`config.mk`:
```
export PLATFORM = sky130hd
export DESIGN_NAME = cpu_commit
export DESIGN_NICKNAME = d
export VERILOG_FILES = /design/src/rtl/cpu_commit.sv
export SDC_FILE = /design/constraint.sdc
export NUM_CORES = 2
export LEC_CHECK = 0
export CAP_MARGIN = 20
export CORE_UTILIZATION = 30
export DETAILED_ROUTE_END_ITERATION = 16
export GPL_TIMING_DRIVEN = 1
export HOLD_SLACK_MARGIN = 0.08
export REMOVE_ABC_BUFFERS = 1
export SLEW_MARGIN = 20
export SYNTH_ARGS = -nofsm -noshare
export SYNTH_HDL_FRONTEND = slang
export SYNTH_SLANG_ARGS = --single-unit
```
`constraint.sdc`:
```
create_clock -name clk -period 5.37 [get_ports clk]
set_input_delay 1.074 -clock clk [delete_from_list [all_inputs] [get_ports clk]]
set_output_delay 1.074 -clock clk [all_outputs]
set_load 0.03 [all_outputs]
```
`src/rtl/cpu_commit.sv`:
```
`default_nettype none
// ============================================================================
// Module   : cpu_commit (with cpu_commit_pkg)
// Purpose  : Architectural state and commit stage of the single-cycle CPU.
//            Applies an EXECUTE record at the clock edge: PC, register file,
//            data memory, interrupt registers, a TX byte queue toward the
//            UART and an RX byte latch from it. Current state is presented
//            back to decode combinationally.
// Ports    : clk, rst_n              - clock, synchronous active-low reset
//            i_ex_valid, i_ex        - commit strobe and execute record
//            i_rd_idx                - destination register index
//            i_rs1_idx, i_rs2_idx    - read-port indices
//            o_x_rs1, o_x_rs2        - register read data
//            o_mem_rd                - mem[o_x_rs1] read data
//            o_pc, o_intr_en, o_intr_pc, o_intr_vec - special registers
//            o_w_busy                - TX queue full
//            o_r_data, o_intr_req    - last RX byte, pending-RX interrupt
//            o_tx_valid/o_tx_data/i_tx_ready - stream to UART TX
//            i_rx_valid/i_rx_data    - byte strobe from UART RX
// Revision : 1.0 - initial release
// ============================================================================

package cpu_commit_pkg;
  typedef struct packed {
    logic [31:0] pc;
    logic        w_req;
    logic [7:0]  w_data;
    logic        ack;
    logic        w_rd;
    logic [31:0] x_rd;
    logic        mem_w_req;
    logic [31:0] mem_addr;
    logic [31:0] mem_val;
    logic        intr_en;
    logic [31:0] intr_pc;
    logic [31:0] intr_vec;
  } execute_t;
endpackage

module cpu_commit
  import cpu_commit_pkg::*;
#(
  parameter int          NREG      = 16,
  parameter int          MEM_DEPTH = 64,
  parameter int          TXQ_DEPTH = 4,
  parameter logic [31:0] RESET_PC  = 32'd0,
  parameter logic [31:0] RESET_VEC = 32'd0
) (
  input  logic        clk,
  input  logic        rst_n,
  input  logic        i_ex_valid,
  input  execute_t    i_ex,
  input  logic [3:0]  i_rd_idx,
  input  logic [3:0]  i_rs1_idx,
  input  logic [3:0]  i_rs2_idx,
  output logic [31:0] o_x_rs1,
  output logic [31:0] o_x_rs2,
  output logic [31:0] o_mem_rd,
  output logic [31:0] o_pc,
  output logic        o_intr_en,
  output logic [31:0] o_intr_pc,
  output logic [31:0] o_intr_vec,
  output logic        o_w_busy,
  output logic [7:0]  o_r_data,
  output logic        o_intr_req,
  output logic        o_tx_valid,
  output logic [7:0]  o_tx_data,
  input  logic        i_tx_ready,
  input  logic        i_rx_valid,
  input  logic [7:0]  i_rx_data
);

  localparam int MAW = $clog2(MEM_DEPTH);
  localparam int PW  = $clog2(TXQ_DEPTH);
  localparam logic [PW:0] c_TXQ_FULL = (PW+1)'(TXQ_DEPTH);

  logic [31:0]   r_pc;
  logic [31:0]   r_x   [NREG];
  logic [31:0]   r_mem [MEM_DEPTH];
  logic          r_intr_en;
  logic [31:0]   r_intr_pc;
  logic [31:0]   r_intr_vec;
  logic [7:0]    r_txq [TXQ_DEPTH];
  logic [PW-1:0] r_wr_ptr;
  logic [PW-1:0] r_rd_ptr;
  logic [PW:0]   r_cnt;
  logic [7:0]    r_rx_data;
  logic          r_rx_pend;

  logic [31:0] w_x_rs1;
  logic        w_full;
  logic        w_tx_valid;
  logic        w_push_req;
  logic        w_pop;
  logic        w_push;

  // Upper address bits are architecturally ignored.
  logic w_unused;
  assign w_unused = &{1'b0, i_ex.mem_addr[31:MAW]};

  // ---------------- read ports (pre-edge state, no bypass) ----------------
  assign w_x_rs1  = (i_rs1_idx == 4'd0) ? 32'd0 : r_x[i_rs1_idx];
  assign o_x_rs1  = w_x_rs1;
  assign o_x_rs2  = (i_rs2_idx == 4'd0) ? 32'd0 : r_x[i_rs2_idx];
  assign o_mem_rd = r_mem[w_x_rs1[MAW-1:0]];

  assign o_pc       = r_pc;
  assign o_intr_en  = r_intr_en;
  assign o_intr_pc  = r_intr_pc;
  assign o_intr_vec = r_intr_vec;

  // ---------------- architectural state ----------------
  always_ff @(posedge clk) begin
    if (!rst_n) begin
      r_pc       <= RESET_PC;
      r_intr_en  <= 1'b0;
      r_intr_pc  <= 32'd0;
      r_intr_vec <= RESET_VEC;
      for (int i = 0; i < NREG; i++)      r_x[i]   <= 32'd0;
      for (int i = 0; i < MEM_DEPTH; i++) r_mem[i] <= 32'd0;
    end else if (i_ex_valid) begin
      r_pc       <= i_ex.pc;
      r_intr_en  <= i_ex.intr_en;
      r_intr_pc  <= i_ex.intr_pc;
      r_intr_vec <= i_ex.intr_vec;
      if (i_ex.w_rd && (i_rd_idx != 4'd0)) r_x[i_rd_idx] <= i_ex.x_rd;
      if (i_ex.mem_w_req) r_mem[i_ex.mem_addr[MAW-1:0]] <= i_ex.mem_val;
    end
  end

  // ---------------- TX queue ----------------
  assign w_full     = (r_cnt == c_TXQ_FULL);
  assign w_tx_valid = (r_cnt != '0);
  assign w_push_req = i_ex_valid & i_ex.w_req;
  assign w_pop      = w_tx_valid & i_tx_ready;
  // A full queue can still accept when the head leaves in the same cycle.
  assign w_push     = w_push_req & (~w_full | w_pop);

  assign o_w_busy   = w_full;
  assign o_tx_valid = w_tx_valid;
  assign o_tx_data  = w_tx_valid ? r_txq[r_rd_ptr] : 8'h00;

  always_ff @(posedge clk) begin
    if (!rst_n) begin
      r_wr_ptr <= '0;
      r_rd_ptr <= '0;
      r_cnt    <= '0;
      for (int i = 0; i < TXQ_DEPTH; i++) r_txq[i] <= 8'h00;
    end else begin
      if (w_push) begin
        r_txq[r_wr_ptr] <= i_ex.w_data;
        r_wr_ptr        <= r_wr_ptr + 1'b1;
      end
      if (w_pop) r_rd_ptr <= r_rd_ptr + 1'b1;
      case ({w_push, w_pop})
        2'b10:   r_cnt <= r_cnt + 1'b1;
        2'b01:   r_cnt <= r_cnt - 1'b1;
        default: r_cnt <= r_cnt;
      endcase
    end
  end

  // ---------------- RX latch ----------------
  // A fresh byte outranks an ack arriving in the same cycle.
  always_ff @(posedge clk) begin
    if (!rst_n) begin
      r_rx_data <= 8'h00;
      r_rx_pend <= 1'b0;
    end else if (i_rx_valid) begin
      r_rx_data <= i_rx_data;
      r_rx_pend <= 1'b1;
    end else if (i_ex_valid && i_ex.ack) begin
      r_rx_pend <= 1'b0;
    end
  end

  assign o_r_data   = r_rx_data;
  assign o_intr_req = r_rx_pend & r_intr_en;

endmodule
`default_nettype wire
```
## After elaboration in Yosys (flattened, before gate mapping)

Memory sizes are Yosys's and may differ from the RTL's. A register that Yosys moved wholly into a read port is not among the register bits.
Cells that the tools add are included.

| storage, ports and cells | value |
|---|---|
| bits in registers | 113 |
| latch bits | 0 |
| bits in writable memories | 2592 |
| memory bits (read-only) | 0 |
| bits of input ports | 230 |
| memories kept | 3 |

Memory list:

| name | depth | width | read ports | clocked after memory_dff | wr ports | line | source |
|---|---|---|---|---|---|---|---|
| r_mem | 64 | 32 | 1 | 0 | 64 | 79 | `logic [31:0] r_mem [MEM_DEPTH];` |
| r_x | 16 | 32 | 2 | 0 | 16 | 78 | `logic [31:0] r_x [NREG];` |
| r_txq | 4 | 8 | 1 | 1 | 4 | 83 | `logic [7:0] r_txq [TXQ_DEPTH];` |

| operators by class | value |
|---|---|
| add/sub/neg operators | 4 |
| multiply operators | 0 |
| div/mod/pow operators | 0 |
| magnitude comparators | 0 |
| equality and inequality tests | 3 |
| shift operators | 0 |
| mux-type cells | 29 |
| bitwise operators | 6 |
| reductions and logical operators | 11 |

Operators with widths:

| cell | number |
|---|---|
| $mux 32 | 4 |
| $reduce_or 32->1 | 2 |
| $mux 1 | 17 |
| $mux 8 | 2 |
| $logic_not 4->1 | 2 |
| $reduce_or 8->1 | 1 |
| $mux 2 | 3 |
| $mux 6 | 1 |
| $pmux 3 s2 | 1 |
| $add 2x1->2 const B | 2 |
| $and 1x1->1 | 4 |
| $mux 4 | 1 |
| $reduce_bool 2->1 | 2 |
| $reduce_bool 4->1 | 1 |
| $add 3x1->3 const B | 1 |
| $eq 3x3->1 const B | 1 |
| $reduce_bool 3->1 | 1 |
| $sub 3x1->3 const B | 1 |
| $eq 2x1->1 const B | 1 |
| $eq 2x2->1 const B | 1 |
| $logic_and 1x1->1 | 2 |
| $not 1->1 | 1 |
| $or 1x1->1 | 1 |

## Depth between registers and ports, before layout

| depth | value |
|---|---|
| word-level depth | 9 |
| mapped depth | 15 |
| gate-level depth less buffers | 9 |

## Worst setup path after synthesis

OpenSTA, ideal clock, no wires.

| timing path | value |
|---|---|
| kind | in2out |
| start | input port i_rs1_idx[0] |
| end | output port o_mem_rd[11] |
| arrival time | 4.458 ns |
| data required time | 4.296 ns |
| path slack | -0.162 ns |
| stages on the path | 13 |
| buffers on the path | 5 |
| cells stage by stage | buf_4 > buf_6 > buf_4 > mux4_2 > a22oi_1 > o31a_1 > buf_4 > inv_1 > nand2_1 > clkbuf_1 > o22a_1 > nor3_1 > o41ai_1 |

| on the way | value |
|---|---|
| longest elaborated chain between the ends | 3 |
| elaborated cells on any way between the ends | 4 |

Ends and longest elaborated chain:

| what | line | source |
|---|---|---|
| from (decl) | 54 | `input logic [3:0] i_rs1_idx,` |
| $mem_v2 16x32 or $logic_not 4->1 (tied branches) | - |  |
| $mux 32 * | 102 | `assign w_x_rs1 = (i_rs1_idx == 4'd0) ? 32'd0 : r_x[i_rs1_idx];` |
| via o_x_rs1[4] | 56 | `output logic [31:0] o_x_rs1,` |
| $mem_v2 64x32 * | - |  |
| to (decl) | 58 | `output logic [31:0] o_mem_rd,` |

Mark *: on every way through the listed nets, which the timed path passes. The rest lies on a longest branch.

## Worst setup path after layout

| timing path | value |
|---|---|
| start | input port i_rs1_idx[0] |
| end | output port o_mem_rd[14] |

| on the way | value |
|---|---|
| longest elaborated chain between the ends | 3 |
| elaborated cells on any way between the ends | 4 |

Ends and longest elaborated chain:

| what | line |
|---|---|
| $mem_v2 16x32 or $logic_not 4->1 (tied branches) | - |
| $mux 32 * | 102 |
| $mem_v2 64x32 * | - |

Every way passes the cells marked *; elsewhere a longest branch is shown, timed or not.

==> results_dict.tcl <==
set metrics [dict create \
    standard_cell_with_the_maximum_stage_delay_on_the_critical_path "sky130_fd_sc_hd__mux4_2" \
    cts.path.max_buffers 4 \
    power-per-cell-area_nw_per_um2 357.9 \
    endpoint_kind "output port" \
    hold_path_class "flip-flop to flip-flop" \
    finalPower_mw 56.13 \
    async_flop_share_pct 0 \
    grt-ovfl-total 0 \
    slew_viol_final 0 \
    startpoint_type "input port" \
    yosys.cell_count.top_type "sky130_fd_sc_hd__edfxtp_1" \
    synth-xor-area-share_pct 0.04162 \
    crit_path_max_incr_delay_ns 0.53 \
    report.final.setup_viol 32 \
    antenna_found_initial 52 \
    timing.critical_path.required_ns 4.30 \
    cap_violations 0 \
    maxSlewHeadroom_pct 28.33 \
    io-pin-count 442 \
    netlist.top_cell.by_area "sky130_fd_sc_hd__edfxtp_1" \
    detail_route.first_pass.iterations 6 \
    synth.top_cell.area_share_pct 61.64 \
    ir_drop_v 0.0002455 \
    grt_pass1_wl_um 617900 \
    critical_path.max_fanout 16 \
    final.min_clock_period_ns 5.756 \
    placement_rows 237 \
    syn-mean-instance-area_um2 12.88 \
    dieArea_um2 423500 \
    yosys_warnings 0 \
    track_usage_pct 20.01 \
    run_status "complete, but fails checks" \
    synthAdderAreaFrac_pct 0.01585 \
    die_height_um 650.8 \
    dp.cells 15626 \
    tritoncts_num_sinks 2707 \
    failed_checks "setup timing" \
    path_clk_slew_ns 0.06 \
    standard_cell_area_after_detailed_placement_um2 142800 \
    report.final.hold_viol_count 0 \
    synth-seq-cells 2707 \
    cts-root-buf "sky130_fd_sc_hd__clkbuf_16" \
    synth-edff-count 2592 \
    drc_errors 0 \
    tritoncts "yes" \
    critPathKind "input port to output port" \
    numPortBuffers 415 \
    synth-seq-area-share_pct 63.46 \
    worst_hold_slack_ns 0.4819 \
    fin_nets 10780 \
    fin_crit_sh_pct 107.2 \
    post-dp-hpwl_um 273600 \
    critical_path_arrival_ns 4.68 \
    route.antenna.remaining_nets 0 \
    vias_in_the_first_global_route 82779 \
    fp.coreArea_um2 417800 \
    p_leak_nw 55.84 \
    clock_latency_ns 0.86 \
    netlist_instances 9807 \
    share_of_final_layout_standard_cells_stronger_than_drive_strength_1_pct 21.37 \
    cts_made_buffers 309 \
    stdcell_area_um2 156800 \
    synth_compound_gate_area_share_pct 6.387 \
    route.detailed.vias_per_inst 5.291 \
    die_x_extent_um 650.8 \
    ctsHtreeMaxLevel 5 \
    grt_setup_unrepaired "yes" \
    finalSetupTns_ns -9.275 \
    routed-via-count 86305 \
    max_slew.worst_pin.slew_ns 1.075 \
    fin_worst_skew_ns 0.005897 \
    gp_congestion 0.8589 \
    synth_area_leaders "sky130_fd_sc_hd__edfxtp_1 (62%), sky130_fd_sc_hd__and2_1 (13%), sky130_fd_sc_hd__mux4_2 (5.4%)" \
    grt_start_max_net_pins 107 \
    timing.fmax_ghz 0.1737 \
    detailedRoute.firstIterationViolations 11507 \
    main_combinational_cell_family_by_area_after_synthesis "simple AND/OR/NAND/NOR gates" \
    final_critical_path_setup_slack_ns -0.3859 \
    worstPathCellList "buf_16, buf_4, buf_4, mux4_2, nand3b_1, a22o_4, buf_12, buf_12, buf_4, nor2_4, buf_6, buf_12, buf_4, o221a_4, a221oi_2, buf_4, o31ai_4, a32o_2, buf_12" \
    synth.cells.most_frequent "sky130_fd_sc_hd__edfxtp_1 (2592), sky130_fd_sc_hd__and2_1 (2570), sky130_fd_sc_hd__nand2_1 (842)" \
    layoutNonFillerInstCount 16311 \
    ys_dominant_reg_cell "sky130_fd_sc_hd__edfxtp_1" \
    mappedNetlistArea_um2 126300 \
    synthSimpleGateAreaFrac_pct 18.34 \
    overall_routed_net_length_um 446900 \
    most_common_cell_on_crit_path "sky130_fd_sc_hd__buf_4" \
    synthToLayoutAreaGrowth_pct 24.21 \
    floorplan.initialDensity_pct 30.22 \
    routed_wire_length_per_instance_um 27.40 \
    synth.lib_cells_used.distinct 70 \
    mux_cell_area_share_after_synthesis_pct 8.456 \
]
## critical path, delay by kind of cell
family,cells,cell delay (ns)
buf+inv,11,1.67
simple gates,2,0.18
compound gates,5,1.14
mux,1,0.53
## final cells by class
cell class / instances / area [um^2]
Timing Repair Buffer: 1390 / 14380
Inverter: 23 / 156.4
Timing Repair inverter: 1 / 16.27
Clock inverter: 180 / 1787
Sequential cell: 2707 / 80140
Fill cell: 39166 / 261000
Antenna cell: 14 / 35.03
Clock buffer: 382 / 8006
Multi-Input combinational cell: 6117 / 45460
Tap cell: 5497 / 6878
## per-layer routing
metal	GRT usage, %	routed length (um)	vias up	share of wire [%]
met5	0	70	-	0.016
met3	3.600	43820	780	9.8
met2	31.96	206600	4462	46
li1	-	-	37070	-
met4	7.447	18080	12	4.0
met1	27.11	178300	43981	40
## sequential cells by signal, indices dropped and copies added, names as in the netlist, named ones only
name / cells
r_mem: 2048
o_intr_en: 1
r_rx_pend: 1
r_txq: 32
r_cnt: 3
o_intr_pc: 32
o_intr_vec: 32
r_x: 512
r_wr_ptr: 2
r_rd_ptr: 2
o_r_data: 8
o_pc: 32
## stage by stage
step	setup WS [ns]	utilization [%]
final	-0.3859	37.54
after global routing	-0.3988	37.53
after CTS	-0.3917	36.83
after detailed placement	-1.363	34.18
after global placement	-1.459	34.17
after floorplan	-18.84	-
## cell usage in the layout, fill, tap and decap left out, types with 38 or more instances in the layout
| cell type | instances |
|---|---|
| sky130_fd_sc_hd__mux4_2 | 301 |
| sky130_fd_sc_hd__buf_6 | 74 |
| sky130_fd_sc_hd__mux2i_1 | 377 |
| sky130_fd_sc_hd__clkdlybuf4s50_1 | 315 |
| sky130_fd_sc_hd__buf_4 | 742 |
| sky130_fd_sc_hd__and2_1 | 2568 |
| sky130_fd_sc_hd__o221ai_1 | 108 |
| sky130_fd_sc_hd__clkinv_1 | 78 |
| sky130_fd_sc_hd__o22ai_1 | 159 |
| sky130_fd_sc_hd__nor2_2 | 70 |
| sky130_fd_sc_hd__o21ai_4 | 74 |
| sky130_fd_sc_hd__buf_12 | 167 |
| sky130_fd_sc_hd__clkinv_2 | 45 |
| sky130_fd_sc_hd__a21oi_1 | 184 |
| sky130_fd_sc_hd__dfxtp_1 | 115 |
| sky130_fd_sc_hd__a31oi_1 | 89 |
| sky130_fd_sc_hd__edfxtp_1 | 2592 |
| sky130_fd_sc_hd__nor2_1 | 218 |
| sky130_fd_sc_hd__o21ai_0 | 81 |
| sky130_fd_sc_hd__a221oi_1 | 38 |
| sky130_fd_sc_hd__nor3_1 | 177 |
| sky130_fd_sc_hd__nand3_1 | 155 |
| sky130_fd_sc_hd__clkbuf_16 | 336 |
| sky130_fd_sc_hd__nand2_1 | 829 |
| sky130_fd_sc_hd__clkbuf_1 | 73 |
## report_power, final
group | switching [mW] | internal (mW)
registers | 0.399 | 24.2
clock network | 9.03 | 11.8
logic | 6.48 | 4.20
total | 15.9 | 40.2
## logic make-up (layout without fill, tap and decap cells)
group,count (synthesis),after routing
XOR/XNOR,6,6
AO/OA/AOI/OAI,1160,1160
flip-flops,2707,2707
buffers and inverters,1015,1976
AND/OR/NAND/NOR,4227,4228
adder cells (fa/ha/maj),1,1
other,1,46
multiplexers,690,690
## worst paths after layout
| kind | start | endpoint | slack [ns] | depth (start not counted) |
|---|---|---|---|---|
| worst min-delay path | r_rx_pend$_SDFFE_PN0P_ | r_rx_pend$_SDFFE_PN0P_ | 0.48 | 2 |
| worst min register to register | r_rx_pend$_SDFFE_PN0P_ | r_rx_pend$_SDFFE_PN0P_ | 0.48 | 2 |
| worst max-delay path | i_rs1_idx[0] | o_mem_rd[14] | -0.39 | 19 |
| worst max register to register | r_cnt[1]$_SDFFE_PN0P_ | r_txq[0][4]$_SDFFCE_PN0P_ | 2.95 | 7 |
## what timing repair did
action | in CTS | in global routing
cloned | 3 | 25
resized for setup | 207 | 329
setup buffers | 15 | 86
hold buffers | 0 | 0
endpoints found under the setup margin | 39 | 41
pin swaps | 31 | 108
No activity file was read; power rests on OpenSTA's default activity.
